[src/rtl/tt_um_serial_sub.sv]
// tt_um_serial_sub: bit-serial 8-bit subtractor tile (A - B, LSB first).
// Operands are loaded over ui_in, start launches an 8-cycle serial pass, and
// the difference lands in uo_out with busy/done/borrow/valid on uio_out.
// Optional build macro TT_SUB_SATURATE_EN: clamp the result to 0x00 on borrow.
module tt_um_serial_sub (
  input  logic [7:0] ui_in,
  output logic [7:0] uo_out,
  input  logic [7:0] uio_in,
  output logic [7:0] uio_out,
  output logic [7:0] uio_oe,
  input  logic       ena,
  input  logic       clk,
  input  logic       rst_n
);

  typedef enum logic [1:0] {S_IDLE, S_RUN, S_DONE} state_t;

  state_t     state, state_nx;
  logic [7:0] a_reg, b_reg;
  logic [7:0] sa, sb;
  logic       bor;
  logic [2:0] cnt;
  logic [7:0] res;
  logic       borrow_q, valid_q;

  logic load_a, load_b, start;
  assign load_a = uio_in[0];
  assign load_b = uio_in[1];
  assign start  = uio_in[2];

  // ena and the spare control bits carry no function in this tile
  logic unused_ok;
  assign unused_ok = &{ena, uio_in[7:3], 1'b0};

  // one full-subtractor bit per cycle
  logic       d, bor_nx;
  logic [7:0] diff_fin;
  logic [7:0] res_fin;
  always_comb begin
    d        = sa[0] ^ sb[0] ^ bor;
    bor_nx   = (~sa[0] & sb[0]) | (~(sa[0] ^ sb[0]) & bor);
    diff_fin = {d, sa[7:1]};
`ifdef TT_SUB_SATURATE_EN
    res_fin  = bor_nx ? 8'h00 : diff_fin;
`else
    res_fin  = diff_fin;
`endif
  end

  // next-state: start only honoured in IDLE, DONE lasts one cycle
  always_comb begin
    state_nx = state;
    case (state)
      S_IDLE:  if (start) state_nx = S_RUN;
      S_RUN:   if (cnt == 3'd7) state_nx = S_DONE;
      S_DONE:  state_nx = S_IDLE;
      default: state_nx = S_IDLE;
    endcase
  end

  // state register
  always_ff @(posedge clk or negedge rst_n) begin
    if (!rst_n) state <= S_IDLE;
    else        state <= state_nx;
  end

  // holding registers: writable only while idle
  always_ff @(posedge clk or negedge rst_n) begin
    if (!rst_n) begin
      a_reg <= 8'h00;
      b_reg <= 8'h00;
    end else if (state == S_IDLE) begin
      if (load_a) a_reg <= ui_in;
      if (load_b) b_reg <= ui_in;
    end
  end

  // serial datapath; start captures pre-edge holding values
  always_ff @(posedge clk or negedge rst_n) begin
    if (!rst_n) begin
      sa  <= 8'h00;
      sb  <= 8'h00;
      bor <= 1'b0;
      cnt <= 3'd0;
    end else if (state == S_IDLE && start) begin
      sa  <= a_reg;
      sb  <= b_reg;
      bor <= 1'b0;
      cnt <= 3'd0;
    end else if (state == S_RUN) begin
      sa  <= diff_fin;
      sb  <= {1'b0, sb[7:1]};
      bor <= bor_nx;
      cnt <= cnt + 3'd1;
    end
  end

  // result/flag registers: written on the last serial edge, held otherwise
  always_ff @(posedge clk or negedge rst_n) begin
    if (!rst_n) begin
      res      <= 8'h00;
      borrow_q <= 1'b0;
      valid_q  <= 1'b0;
    end else if (state == S_RUN && cnt == 3'd7) begin
      res      <= res_fin;
      borrow_q <= bor_nx;
      valid_q  <= 1'b1;
    end
  end

  assign uo_out  = res;
  assign uio_out = {valid_q, borrow_q, (state == S_DONE), (state == S_RUN), 4'b0000};
  assign uio_oe  = 8'b1111_0000;

endmodule

[config.mk]
export PLATFORM = sky130hd
export DESIGN_NAME = tt_um_serial_sub
export DESIGN_NICKNAME = d
export VERILOG_FILES = /design/src/rtl/tt_um_serial_sub.sv
export SDC_FILE = /design/constraint.sdc
export NUM_CORES = 1
export LEC_CHECK = 0
export ABC_AREA = 1
export CORE_UTILIZATION = 52
export DETAILED_ROUTE_END_ITERATION = 8
export PLACE_DENSITY = 0.79
export SLEW_MARGIN = 10
export SYNTH_ARGS = -nofsm -noshare
export SYNTH_HDL_FRONTEND = slang
export SYNTH_SLANG_ARGS = --single-unit
export TNS_END_PERCENT = 100
[constraint.sdc]
create_clock -name clk -period 1.7 [get_ports clk]
set_input_delay 0.425 -clock clk [delete_from_list [all_inputs] [get_ports clk]]
set_output_delay 0.425 -clock clk [all_outputs]
set_load 0.05 [all_outputs]
After elaboration in Yosys (flattened, before gate mapping)
Cells that the tools add are included.
Cells by class
  add/sub/neg operators: 1
  equality and inequality tests: 5
  multiplexer cells: 11
  bitwise logic cells: 7
  reductions and logical operators: 7
Operators by type and width (number)
  2-to-1 mux 8 bit: 4
  2-to-1 mux 3 bit: 2
  AND reduction 2 bit: 3
  2-to-1 mux 2 bit: 2
  one-hot mux 2 bit (2 select lines): 1
  adder 3 x 1 -> 3 bit (second input constant): 1
  equality test 3 bit (second input constant): 1
  bitwise AND 1 bit: 2
  equality test 2 x 1 -> 1 bit (second input constant): 1
  equality test 2 bit (second input constant): 1
  logical AND 1 bit: 2
  zero test 2 bit: 1
  2-to-1 mux 1 bit: 2
  inequality test 2 x 1 -> 1 bit (second input constant): 1
  inequality test 2 bit (second input constant): 1
  inverter 1 bit: 2
  nonzero test 2 bit: 1
  bitwise XOR 1 bit: 2
  OR 1 bit: 1
Word-level totals
  flip-flop bits (word level): 48
  input bits: 19
  output and inout port bits: 24
  logic and storage cells: 41

Longest topological paths before layout
  depth after elaboration: 6
  depth in mapped cells: 7
  gate-level depth less buffers: 6

Least setup slack after synthesis
OpenSTA, ideal clock, no wires.
  path type: reg-to-output
  start: register state[1]
  end: output uio_out[5]
  data arrival time: 1.372 ns
  required time: 1.275 ns
  setup slack: -0.097 ns
  cell stages (with the launch flop): 4
  buffers on the path: 1
  path through: dfrtp_1 > inv_2 > buf_2 > nor2_1
Between the ends
  longest elaborated chain between the ends: 1
RTL lines
  from (decl): line 18  | state_t state, state_nx;
  from (signal assigned): line 64  | else state <= state_nx;
  equality test 2 bit: line 112  | assign uio_out = {valid_q, borrow_q, (state == S_DONE), (state == S_RUN), 4'b0000};
  to (decl): line 9  | output logic [7:0] uio_out,
Every way passes these cells.

Final worst setup path
  start: register state[1]
  end: output uio_out[4]
Between the ends
  longest elaborated chain between the ends: 1
RTL lines (line)
  equality test 2 x 1 -> 1 bit: 112
Every way passes these cells.

==> results.ini <==
[outcome]
run_status=completed

[placement]
place_congestion=0.772
placed_cells_incl_taps=341
postPlaceCellArea_um2=2560
dp_worst_setup_slack_ps=-170
dpl.hpwl_um=2750
portBuffers=24

[synth]
synth_warnings=0
synth_unique_cells=18
syn-cell-area_um2=2380
postSynthAreaPerCell_um2=8.61
synth-seq-area-share_pct=50.6
syn_inst=276
postSynthRegisterBits=48

[die]
die_w_um=69.6
dieArea_um2=4840
core-area_um2=4380
dieHeight_um=69.6
pin_count=43
row_count=24
floorplan.initialDensity_pct=54.2

[sta]
final_critical_path_setup_slack_ps=86.9
slew-limit-headroom_pct=47.0
rsz0062_at_grt=no
achievable-frequency_ghz=0.620
fin_worst_skew_ps=14.3
timing.final.hold_violations=0
final_period_minus_worst_setup_slack_ps=1610
timing.final.crit_share_pct=94.9
worst_slew_pin_slew_ps=795
final_max_slew_viol_count=0
report.final.setup_viol=0

[critical_path]
r2r_cells=3
r2r-end=sb[3]$_DFFE_PN0P_
crit_required_ps=1270
setup.worst_path.end_class=output port
critical_path.startpoint=state[1]$_DFFE_PN0P_
crit_type=reg2out
rrSetupSlack_ps=220
worst-endpoint-arrival_ps=1190
worst_path_maximum_fanout=5
rr_startpoint=state[0]$_DFFE_PN0P_
setup.worst_path.start_class=flip-flop

[layout]
drive_gt1_share_pct=18.2
syn_to_final_growth_pct=11.4
mostFrequentLayoutCell=nand2_1
layoutNonFillerInstCount=348
nets=318
antenna-diode-count=0
final_design_area_no_fill_um2=2650
layout.cells.most_common_list=nand2_1, dfrtp_1, nand3_1

[clock_tree]
cts-buffers-inserted=5
ctsHtreeMaxLevel=2
clock_tree.root_cell=clkbuf_8
tritoncts_clock_tree=built
cts_num_sinks=48
path_clk_slew_ps=90
cts-root-to-sink-buffers=2
clock_latency_ps=310
postCtsSetupRepairBufs=0

[job]
number_of_max_cap_violations=0

[drt]
drt_wl_total_um=3970
final_antenna_net_count=0
firstDrtPassIters=4
drt-wirelength-per-cell_um=11.4
num_vias=1681
drcViolationCount=0
avgViaCountPerCell=4.83
detailedRoute.firstIterationViolations=147

[power]
irDropWorstVdd_mv=0.723
power-per-cell-area_nw_per_um2=1870
power.static_leakage_nw=1.41

[global_route]
overflow=0
groute.usage.overall_pct=18.8
antenna_found_initial=0
first_global_vias=1628
global_route_wire_length_before_repair_um=7310
largest_net_degree_at_the_start_of_global_routing=49

[worst_hold_path]
min_path_type=in2async

[synthesized netlist by cell type, drive strengths merged]
cell	instances	area share (%)
buf	27	8.7
conb	2	0.32
dfrtp	48	51
fa	1	0.84
ha	2	1.1
inv	27	4.3
nand2	114	19
nand3	31	6.5
nor2	3	1.2
o21ai	20	6.9
or2	1	0.26
[logic make-up (layout without fill, tap and decap cells)]
group,count (synthesis),count (layout),share of synthesized area (%)
simple gates,149,149,27.3
buf+inv,54,64,13.0
flops,48,48,50.6
compound gates,20,20,6.90
fa+ha+maj,3,3,1.90
other cells,2,12,0.316
[critical path, stage by stage, from the launching register on]
cell and delay [ps]:
dfrtp_1 460, inv_2 130, nand2_4 70, inv_2 80, buf_12 130
[layout make-up]
class | instances | area [µm²]
tap | 52 | 65.1
inverter | 27 | 101
multi-input combinational | 184 | 908
clock buffer | 5 | 68.8
timing repair buffer | 30 | 288
clock inverter | 2 | 12.5
fill | 384 | 1740
sequential | 48 | 1200
[stage by stage]
stage / util [%] / power [W] / setup TNS, ps / hold slack (ps)
2_1_floorplan: - / 0.00383 / 0 / 129
3_3_place_gp: 58.4 / 0.00424 / -2060 / 425
3_5_place_dp: 58.4 / 0.00434 / -2840 / 426
4_1_cts: 60.3 / 0.00499 / 0 / 98.7
5_1_grt: 60.4 / 0.00537 / 0 / 104
6_report: 60.4 / 0.00496 / 0 / 84.9
[timing repair]
action	4_1_cts	5_1_grt
gates resized for setup	1	1
pin swaps	0	0
setup endpoints to repair	1	8
hold buffers	0	0
[how the worst max path moves through the flow]
stage | slack, ps | endpoint
after global routing | 40 | uio_out[4]
after detailed placement | -170 | bor$_DFFE_PN0P_
final | 90 | uio_out[4]
after floorplan | 130 | uio_out[5]
after CTS | 90 | uio_out[4]
after global placement | -120 | sb[5]$_DFFE_PN0P_
[layer usage]
metal | vias to the layer above | share of wire (%) | wire length (µm) | global-route usage [%]
met5 | - | 0 | 0 | 0
met4 | 0 | 1.1 | 42 | 4.99
met3 | 5 | 3.9 | 155 | 5.23
met2 | 34 | 48 | 1900 | 30.9
met1 | 780 | 47 | 1880 | 24.4
li1 | 862 | - | - | -
[where the power goes]
group / internal (W) / switching (W)
combinational: 0.000814 / 0.00147
sequential: 0.00167 / 0.000352
clock: 0.000279 / 0.000375
No activity file was read; power rests on OpenSTA's default activity.
